$ cat src/rtl/fp_addsub_sched_if.sv
// Bundle of request, datapath and response signals for the shared FP add/sub scheduler.
// The slave modport is the scheduler's view; master is the surrounding environment.
interface fp_addsub_sched_if #(
    parameter int TAG_W = 4
);
    logic              req0_valid;
    logic              req0_ready;
    logic [31:0]       req0_a;
    logic [31:0]       req0_b;
    logic              req0_op;
    logic [TAG_W-1:0]  req0_tag;

    logic              req1_valid;
    logic              req1_ready;
    logic [31:0]       req1_a;
    logic [31:0]       req1_b;
    logic              req1_op;
    logic [TAG_W-1:0]  req1_tag;

    logic              dp_sign1;
    logic              dp_sign2;
    logic [7:0]        dp_exp1;
    logic [7:0]        dp_exp2;
    logic [22:0]       dp_sig1;
    logic [22:0]       dp_sig2;
    logic              dp_opcode;
    logic [31:0]       dp_fp_out;
    logic [2:0]        dp_error;

    logic              resp_valid;
    logic              resp_ready;
    logic              resp_id;
    logic [TAG_W-1:0]  resp_tag;
    logic [31:0]       resp_result;
    logic [2:0]        resp_error;

    logic              busy;
    logic [15:0]       done_count;

    modport slave (
        input  req0_valid, req0_a, req0_b, req0_op, req0_tag,
        input  req1_valid, req1_a, req1_b, req1_op, req1_tag,
        output req0_ready, req1_ready,
        output dp_sign1, dp_sign2, dp_exp1, dp_exp2, dp_sig1, dp_sig2, dp_opcode,
        input  dp_fp_out, dp_error,
        output resp_valid, resp_id, resp_tag, resp_result, resp_error,
        input  resp_ready,
        output busy, done_count
    );

    modport master (
        output req0_valid, req0_a, req0_b, req0_op, req0_tag,
        output req1_valid, req1_a, req1_b, req1_op, req1_tag,
        input  req0_ready, req1_ready,
        input  dp_sign1, dp_sign2, dp_exp1, dp_exp2, dp_sig1, dp_sig2, dp_opcode,
        output dp_fp_out, dp_error,
        input  resp_valid, resp_id, resp_tag, resp_result, resp_error,
        output resp_ready,
        input  busy, done_count
    );
endinterface

$ cat src/rtl/fp_addsub_sched.sv
// Round-robin sequencer sharing one multicycle combinational FP add/sub datapath between
// two requesters; operands are held for SETTLE_CYCLES before the result is sampled.
module fp_addsub_sched #(
    parameter int TAG_W         = 4,
    parameter int SETTLE_CYCLES = 2
) (
    input  logic                 clk,
    input  logic                 reset,
    fp_addsub_sched_if.slave     bus
);
    typedef enum logic [1:0] {
        IDLE   = 2'd0,
        SETTLE = 2'd1,
        RESP   = 2'd2
    } state_t;

    localparam logic [3:0] CNT_INIT = 4'(SETTLE_CYCLES - 1);

    state_t            state;
    logic              last_grant;
    logic [3:0]        cnt;
    logic              grant;
    logic              accept;
    logic [31:0]       sel_a;
    logic [31:0]       sel_b;
    logic              sel_op;
    logic [TAG_W-1:0]  sel_tag;

    // NOTE: every always_comb output gets a default first so no path leaves it unassigned (no latch).
    always_comb begin
        grant = 1'b0;
        if (bus.req0_valid && bus.req1_valid)
            grant = ~last_grant;
        else if (bus.req1_valid)
            grant = 1'b1;
    end

    assign bus.req0_ready = (state == IDLE) && !reset && bus.req0_valid && !grant;
    assign bus.req1_ready = (state == IDLE) && !reset && bus.req1_valid &&  grant;
    assign accept         = bus.req0_ready || bus.req1_ready;

    assign sel_a   = grant ? bus.req1_a   : bus.req0_a;
    assign sel_b   = grant ? bus.req1_b   : bus.req0_b;
    assign sel_op  = grant ? bus.req1_op  : bus.req0_op;
    assign sel_tag = grant ? bus.req1_tag : bus.req0_tag;

    assign bus.busy = (state != IDLE);

    // NOTE: sequential state uses non-blocking assignments so all flops update together at the edge.
    always_ff @(posedge clk or posedge reset) begin
        if (reset) begin
            state           <= IDLE;
            last_grant      <= 1'b1;
            cnt             <= '0;
            bus.dp_sign1    <= 1'b0;
            bus.dp_sign2    <= 1'b0;
            bus.dp_exp1     <= '0;
            bus.dp_exp2     <= '0;
            bus.dp_sig1     <= '0;
            bus.dp_sig2     <= '0;
            bus.dp_opcode   <= 1'b0;
            bus.resp_valid  <= 1'b0;
            bus.resp_id     <= 1'b0;
            bus.resp_tag    <= '0;
            bus.resp_result <= '0;
            bus.resp_error  <= '0;
            bus.done_count  <= '0;
        end else begin
            unique case (state)
                IDLE: begin
                    if (accept) begin
                        bus.dp_sign1  <= sel_a[31];
                        bus.dp_exp1   <= sel_a[30:23];
                        bus.dp_sig1   <= sel_a[22:0];
                        bus.dp_sign2  <= sel_b[31];
                        bus.dp_exp2   <= sel_b[30:23];
                        bus.dp_sig2   <= sel_b[22:0];
                        bus.dp_opcode <= sel_op;
                        bus.resp_id   <= grant;
                        bus.resp_tag  <= sel_tag;
                        last_grant    <= grant;
                        cnt           <= CNT_INIT;
                        state         <= SETTLE;
                    end
                end
                SETTLE: begin
                    // Datapath inputs stay frozen; sample once the multicycle path has settled.
                    if (cnt != 4'd0) begin
                        cnt <= cnt - 4'd1;
                    end else begin
                        bus.resp_result <= bus.dp_fp_out;
                        bus.resp_error  <= bus.dp_error;
                        bus.resp_valid  <= 1'b1;
                        state           <= RESP;
                    end
                end
                RESP: begin
                    if (bus.resp_ready) begin
                        bus.resp_valid <= 1'b0;
                        bus.done_count <= bus.done_count + 16'd1;
                        state          <= IDLE;
                    end
                end
                default: state <= IDLE;
            endcase
        end
    end
endmodule

$ cat src/flat_wrapper.sv
// flat-port wrapper written by rule: the top's interface ports become plain ports
module fp_addsub_sched_flat 
#(
    parameter int TAG_W         = 4,
    parameter int SETTLE_CYCLES = 2
)
  (clk, reset, bus_req0_valid, bus_req0_a, bus_req0_b, bus_req0_op, bus_req0_tag, bus_req1_valid, bus_req1_a, bus_req1_b, bus_req1_op, bus_req1_tag, bus_req0_ready, bus_req1_ready, bus_dp_sign1, bus_dp_sign2, bus_dp_exp1, bus_dp_exp2, bus_dp_sig1, bus_dp_sig2, bus_dp_opcode, bus_dp_fp_out, bus_dp_error, bus_resp_valid, bus_resp_id, bus_resp_tag, bus_resp_result, bus_resp_error, bus_resp_ready, bus_busy, bus_done_count);
  fp_addsub_sched_if #(.TAG_W(TAG_W)) bus_i ();
  input  logic clk;
  input  logic reset;
  input wire logic [$bits(bus_i.req0_valid)-1:0] bus_req0_valid;
  input wire logic [$bits(bus_i.req0_a)-1:0] bus_req0_a;
  input wire logic [$bits(bus_i.req0_b)-1:0] bus_req0_b;
  input wire logic [$bits(bus_i.req0_op)-1:0] bus_req0_op;
  input wire logic [$bits(bus_i.req0_tag)-1:0] bus_req0_tag;
  input wire logic [$bits(bus_i.req1_valid)-1:0] bus_req1_valid;
  input wire logic [$bits(bus_i.req1_a)-1:0] bus_req1_a;
  input wire logic [$bits(bus_i.req1_b)-1:0] bus_req1_b;
  input wire logic [$bits(bus_i.req1_op)-1:0] bus_req1_op;
  input wire logic [$bits(bus_i.req1_tag)-1:0] bus_req1_tag;
  output wire logic [$bits(bus_i.req0_ready)-1:0] bus_req0_ready;
  output wire logic [$bits(bus_i.req1_ready)-1:0] bus_req1_ready;
  output wire logic [$bits(bus_i.dp_sign1)-1:0] bus_dp_sign1;
  output wire logic [$bits(bus_i.dp_sign2)-1:0] bus_dp_sign2;
  output wire logic [$bits(bus_i.dp_exp1)-1:0] bus_dp_exp1;
  output wire logic [$bits(bus_i.dp_exp2)-1:0] bus_dp_exp2;
  output wire logic [$bits(bus_i.dp_sig1)-1:0] bus_dp_sig1;
  output wire logic [$bits(bus_i.dp_sig2)-1:0] bus_dp_sig2;
  output wire logic [$bits(bus_i.dp_opcode)-1:0] bus_dp_opcode;
  input wire logic [$bits(bus_i.dp_fp_out)-1:0] bus_dp_fp_out;
  input wire logic [$bits(bus_i.dp_error)-1:0] bus_dp_error;
  output wire logic [$bits(bus_i.resp_valid)-1:0] bus_resp_valid;
  output wire logic [$bits(bus_i.resp_id)-1:0] bus_resp_id;
  output wire logic [$bits(bus_i.resp_tag)-1:0] bus_resp_tag;
  output wire logic [$bits(bus_i.resp_result)-1:0] bus_resp_result;
  output wire logic [$bits(bus_i.resp_error)-1:0] bus_resp_error;
  input wire logic [$bits(bus_i.resp_ready)-1:0] bus_resp_ready;
  output wire logic [$bits(bus_i.busy)-1:0] bus_busy;
  output wire logic [$bits(bus_i.done_count)-1:0] bus_done_count;
  assign bus_i.req0_valid = bus_req0_valid;
  assign bus_i.req0_a = bus_req0_a;
  assign bus_i.req0_b = bus_req0_b;
  assign bus_i.req0_op = bus_req0_op;
  assign bus_i.req0_tag = bus_req0_tag;
  assign bus_i.req1_valid = bus_req1_valid;
  assign bus_i.req1_a = bus_req1_a;
  assign bus_i.req1_b = bus_req1_b;
  assign bus_i.req1_op = bus_req1_op;
  assign bus_i.req1_tag = bus_req1_tag;
  assign bus_req0_ready = bus_i.req0_ready;
  assign bus_req1_ready = bus_i.req1_ready;
  assign bus_dp_sign1 = bus_i.dp_sign1;
  assign bus_dp_sign2 = bus_i.dp_sign2;
  assign bus_dp_exp1 = bus_i.dp_exp1;
  assign bus_dp_exp2 = bus_i.dp_exp2;
  assign bus_dp_sig1 = bus_i.dp_sig1;
  assign bus_dp_sig2 = bus_i.dp_sig2;
  assign bus_dp_opcode = bus_i.dp_opcode;
  assign bus_i.dp_fp_out = bus_dp_fp_out;
  assign bus_i.dp_error = bus_dp_error;
  assign bus_resp_valid = bus_i.resp_valid;
  assign bus_resp_id = bus_i.resp_id;
  assign bus_resp_tag = bus_i.resp_tag;
  assign bus_resp_result = bus_i.resp_result;
  assign bus_resp_error = bus_i.resp_error;
  assign bus_i.resp_ready = bus_resp_ready;
  assign bus_busy = bus_i.busy;
  assign bus_done_count = bus_i.done_count;
  fp_addsub_sched #(.TAG_W(TAG_W), .SETTLE_CYCLES(SETTLE_CYCLES)) u_core (.clk(clk), .reset(reset), .bus(bus_i));
endmodule
$ cat config.mk
export PLATFORM = sky130hd
export DESIGN_NAME = fp_addsub_sched_flat
export DESIGN_NICKNAME = d
export VERILOG_FILES = /design/src/rtl/fp_addsub_sched_if.sv /design/src/rtl/fp_addsub_sched.sv /design/src/flat_wrapper.sv
export SDC_FILE = /design/constraint.sdc
export NUM_CORES = 1
export LEC_CHECK = 0
export CORE_MARGIN = 2
export CORE_UTILIZATION = 36
export CTS_CLUSTER_SIZE = 16
export DETAILED_ROUTE_END_ITERATION = 12
export PLACE_DENSITY = 0.89
export RECOVER_POWER = 100
export SYNTH_ARGS = -nofsm -noshare
export SYNTH_HDL_FRONTEND = slang
export SYNTH_SLANG_ARGS = --single-unit
export TNS_END_PERCENT = 20
$ cat constraint.sdc
create_clock -name clk -period 4.03 [get_ports clk]
set_input_delay 0.806 -clock clk [delete_from_list [all_inputs] [get_ports clk]]
set_output_delay 0.806 -clock clk [all_outputs]
set_load 0.01 [all_outputs]
==> impl_results.md <==
* Reg2reg path depth at 5
* CP endpoint: bus_req0_ready
* Cell Area, Synth at 5620 µm²
* Layout cells sized above 1 at 5.92%
* Setup Slack @ Placement at 0.751 ns
* Port Buffer Count at 302
* Worst-path maximum fanout at 5
* ANT cells at 0
* Clock Tree Root: clkbuf_16
* Final period util at 88.4%
* Fmax at 281 MHz
* GRT Total Usage at 19.0%
* Worst-path clk slew at 0.05 ns
* Peak VDD IR at 0.000349 V
* Pins Over Slew Limit at 76
* Effective utilization at floorplan at 36.9%
* Setup CP Type: input pin to output pin
* Syn Area/Cell at 11.6 µm²
* Synth cell count leaders: dfrtp_1 (128), nor2_1 (76), a21oi_1 (71), mux2i_1 (69), mux2_1 (29)
* YS warnings at 0
* Pin count of the biggest net entering global routing at 97
* Crit path time final at 3.56 ns
* Failing checks: capacitance limit, slew limit
* Crit path from: reset
* Reg2reg start: u_core.state[0]
* Arrival time worst endpoint at 2.76 ns
* Post-synth EDFFs at 0
* Xor and xnor fraction of the mapped netlist area at 2.49%
* Num rows at 45
* Die width at 129 µm
* Power density cells at 663 nW/µm²
* Die area at 16600 µm²
* CTS tree: yes
* Hold Violations, Final at 0
* First-pass DRT Iterations at 4
* Detailed-route via count at 4738
* Async SR Flop Fraction at 100%
* CP startpoint kind: input pin
* Multiplexer area fraction after synthesis at 19.5%
* Cts bufs inserted at 17
* Routed Antenna Nets at 0
* Area Growth Syn to Fin at 67.4%
* Crit path required time at 3.22 ns
* Number of max-cap violations at 2
* Clk_skew at 0.00794 ns
* H-tree levels at 4
* RSZ-0062 raised after global routing: false
* Setup Fix Bufs, Post-CTS at 0
* Dominant cell type by area after synthesis: dfrtp_1
* Final setup fails at 0
* Skew-Pair Late Insertion Delay at 0.41 ns
* Combinational family with the most area after synthesis: multiplexers
* Unique masters post-synth at 40
* Worst slew margin at -20.5%
* IO Pins at 303
* Smallest setup slack after layout at 0.467 ns
* Reg2reg end: u_core.bus.dp_sig1[15]
* Share of Yosys cell area claimed by the top area cell type at 57.0%
* Yosys reg bits at 129
* Final nets at 961
* HP Class: register to register
* Status: finished with violations
* Most common cell in the synthesized netlist: dfrtp_1
* Initial DRC count at 193
* Core area at 15300 µm²
* Post-synth top flop: dfrtp_1
* DR vias/cell at 4.71
* Initial antenna violation count at 0
* Adder-Cell Fraction of Synth Area at 0.445%
* Compound-cell area share of the yosys netlist at 7.05%
* Clock tree sinks at 129
* Drt total wl at 15600 µm
* DP HPWL at 11800 µm
* First-pass GRT wire length at 24500 µm
* Syn Nets at 663
* Post-cts sizing count at 0
* WHS at 0.470 ns
* Worst R2R Setup Slack at 1.12 ns
* Vias in the first global route at 4880
* Syn Inst Count at 483
* Avg WL per Cell at 15.6 µm
* RD Place Congestion at 0.750
* Longest Clk Path Bufs at 2
* Leakage power at 3.93 nW
* Final setup TNS at 0 ns
* Hold Buf Count CTS at 0
* Post-synthesis simple-gate area fraction at 9.99%
* Drt drc at 0
* CP Capture Type: output pin
* Worst-Margin Slew at 1.80 ns
* GR Overflow Total at 0
* Fill cell count at 1220
* Synth area leaders: dfrtp_1 (57%), mux2i_1 (12%), a21oi_1 (6.3%)
* Seq/Total Area, Yosys at 57.4%
* Die height at 129 µm
-- final cells by class --
type	count	area, µm²	area share, %
flip-flops and latches	129	3230	34.3
repair buffers	306	3080	32.7
multi-input cells	321	2210	23.5
clock buffers	22	474	5.04
well taps	211	264	2.80
clock inverters	10	134	1.42
inverters	6	23.8	0.252
-- cell usage in the layout, fill, tap and decap left out, types with 3 or more instances in the layout --
master / instances
a21oi_1: 71
mux2i_1: 69
bufinv_16: 3
clkdlybuf4s50_1: 176
mux2_2: 7
nand4_1: 5
dfrtp_1: 128
xnor2_1: 11
nor2_1: 76
dlygate4sd3_1: 126
nand2_1: 14
clkinv_2: 4
mux2_1: 29
xor2_1: 5
inv_1: 5
clkbuf_16: 17
clkbuf_8: 3
nor3_1: 6
nand3_1: 4
-- cell families (layout without fill, tap and decap cells) --
group | Yosys count | in the layout
AO/OA/AOI/OAI | 77 | 77
XOR/XNOR | 16 | 16
adder cells (fa/ha/maj) | 2 | 2
buffers and inverters | 33 | 344
flip-flops | 129 | 129
multiplexers | 105 | 105
AND/OR/NAND/NOR | 121 | 121
-- layer usage --
layer / wire length (µm) / GRT usage, % / share of wire [%]
met4: 301 / 7.29 / 1.9
met3: 1340 / 6.61 / 8.5
met1: 6220 / 22.6 / 40
met5: 0 / 0 / 0
met2: 7790 / 31.7 / 50
-- power by group --
group	switching, mW	leakage (nW)	internal (mW)
Combinational	1.14	2.15	1.35
Clock	0.555	0.296	1.02
Sequential	0.309	1.48	1.88
Total	2.00	3.93	4.24
-- registers in the layout, summed over array words and instances, names as in the netlist, 2 cells and up --
name,cells
u_core.bus.resp_error,3
u_core.bus.resp_tag,4
u_core.bus.dp_exp1,8
u_core.bus.dp_sig2,23
u_core.bus.dp_sig1,23
u_core.cnt,4
u_core.bus.dp_exp2,8
u_core.bus.done_count,16
u_core.bus.resp_result,32
u_core.state,2
-- worst max-delay path, stage by stage --
cell           delay, ns
dlygate4sd3_1       0.58
nor3_1              0.53
nand2_1             0.11
nor2_1              0.11
dlygate4sd3_1       0.61
-- stage by stage --
step	power, mW	area (µm²)	instances	util (%)
floorplan	3.42	5630	483	-
CTS	6.57	9470	1005	62.1
global route	6.66	9420	1005	61.7
detailed placement	4.97	8860	973	58.1
global placement	4.86	8860	973	58.1
finish	6.24	9420	1005	61.7
-- how the worst min path moves through the flow --
stage                                    from                        end  slack, ns  cells past startpoint
floorplan           u_core.bus.done_count[15]  u_core.bus.done_count[15]       0.50                      1
global placement    u_core.bus.done_count[15]  u_core.bus.done_count[15]       0.46                      1
detailed placement  u_core.bus.done_count[15]  u_core.bus.done_count[15]       0.47                      1
CTS                 u_core.bus.done_count[15]  u_core.bus.done_count[15]       0.48                      1
global route        u_core.bus.done_count[15]  u_core.bus.done_count[15]       0.49                      1
finish              u_core.bus.done_count[15]  u_core.bus.done_count[15]       0.47                      1
(Power assumes the default switching activity.)
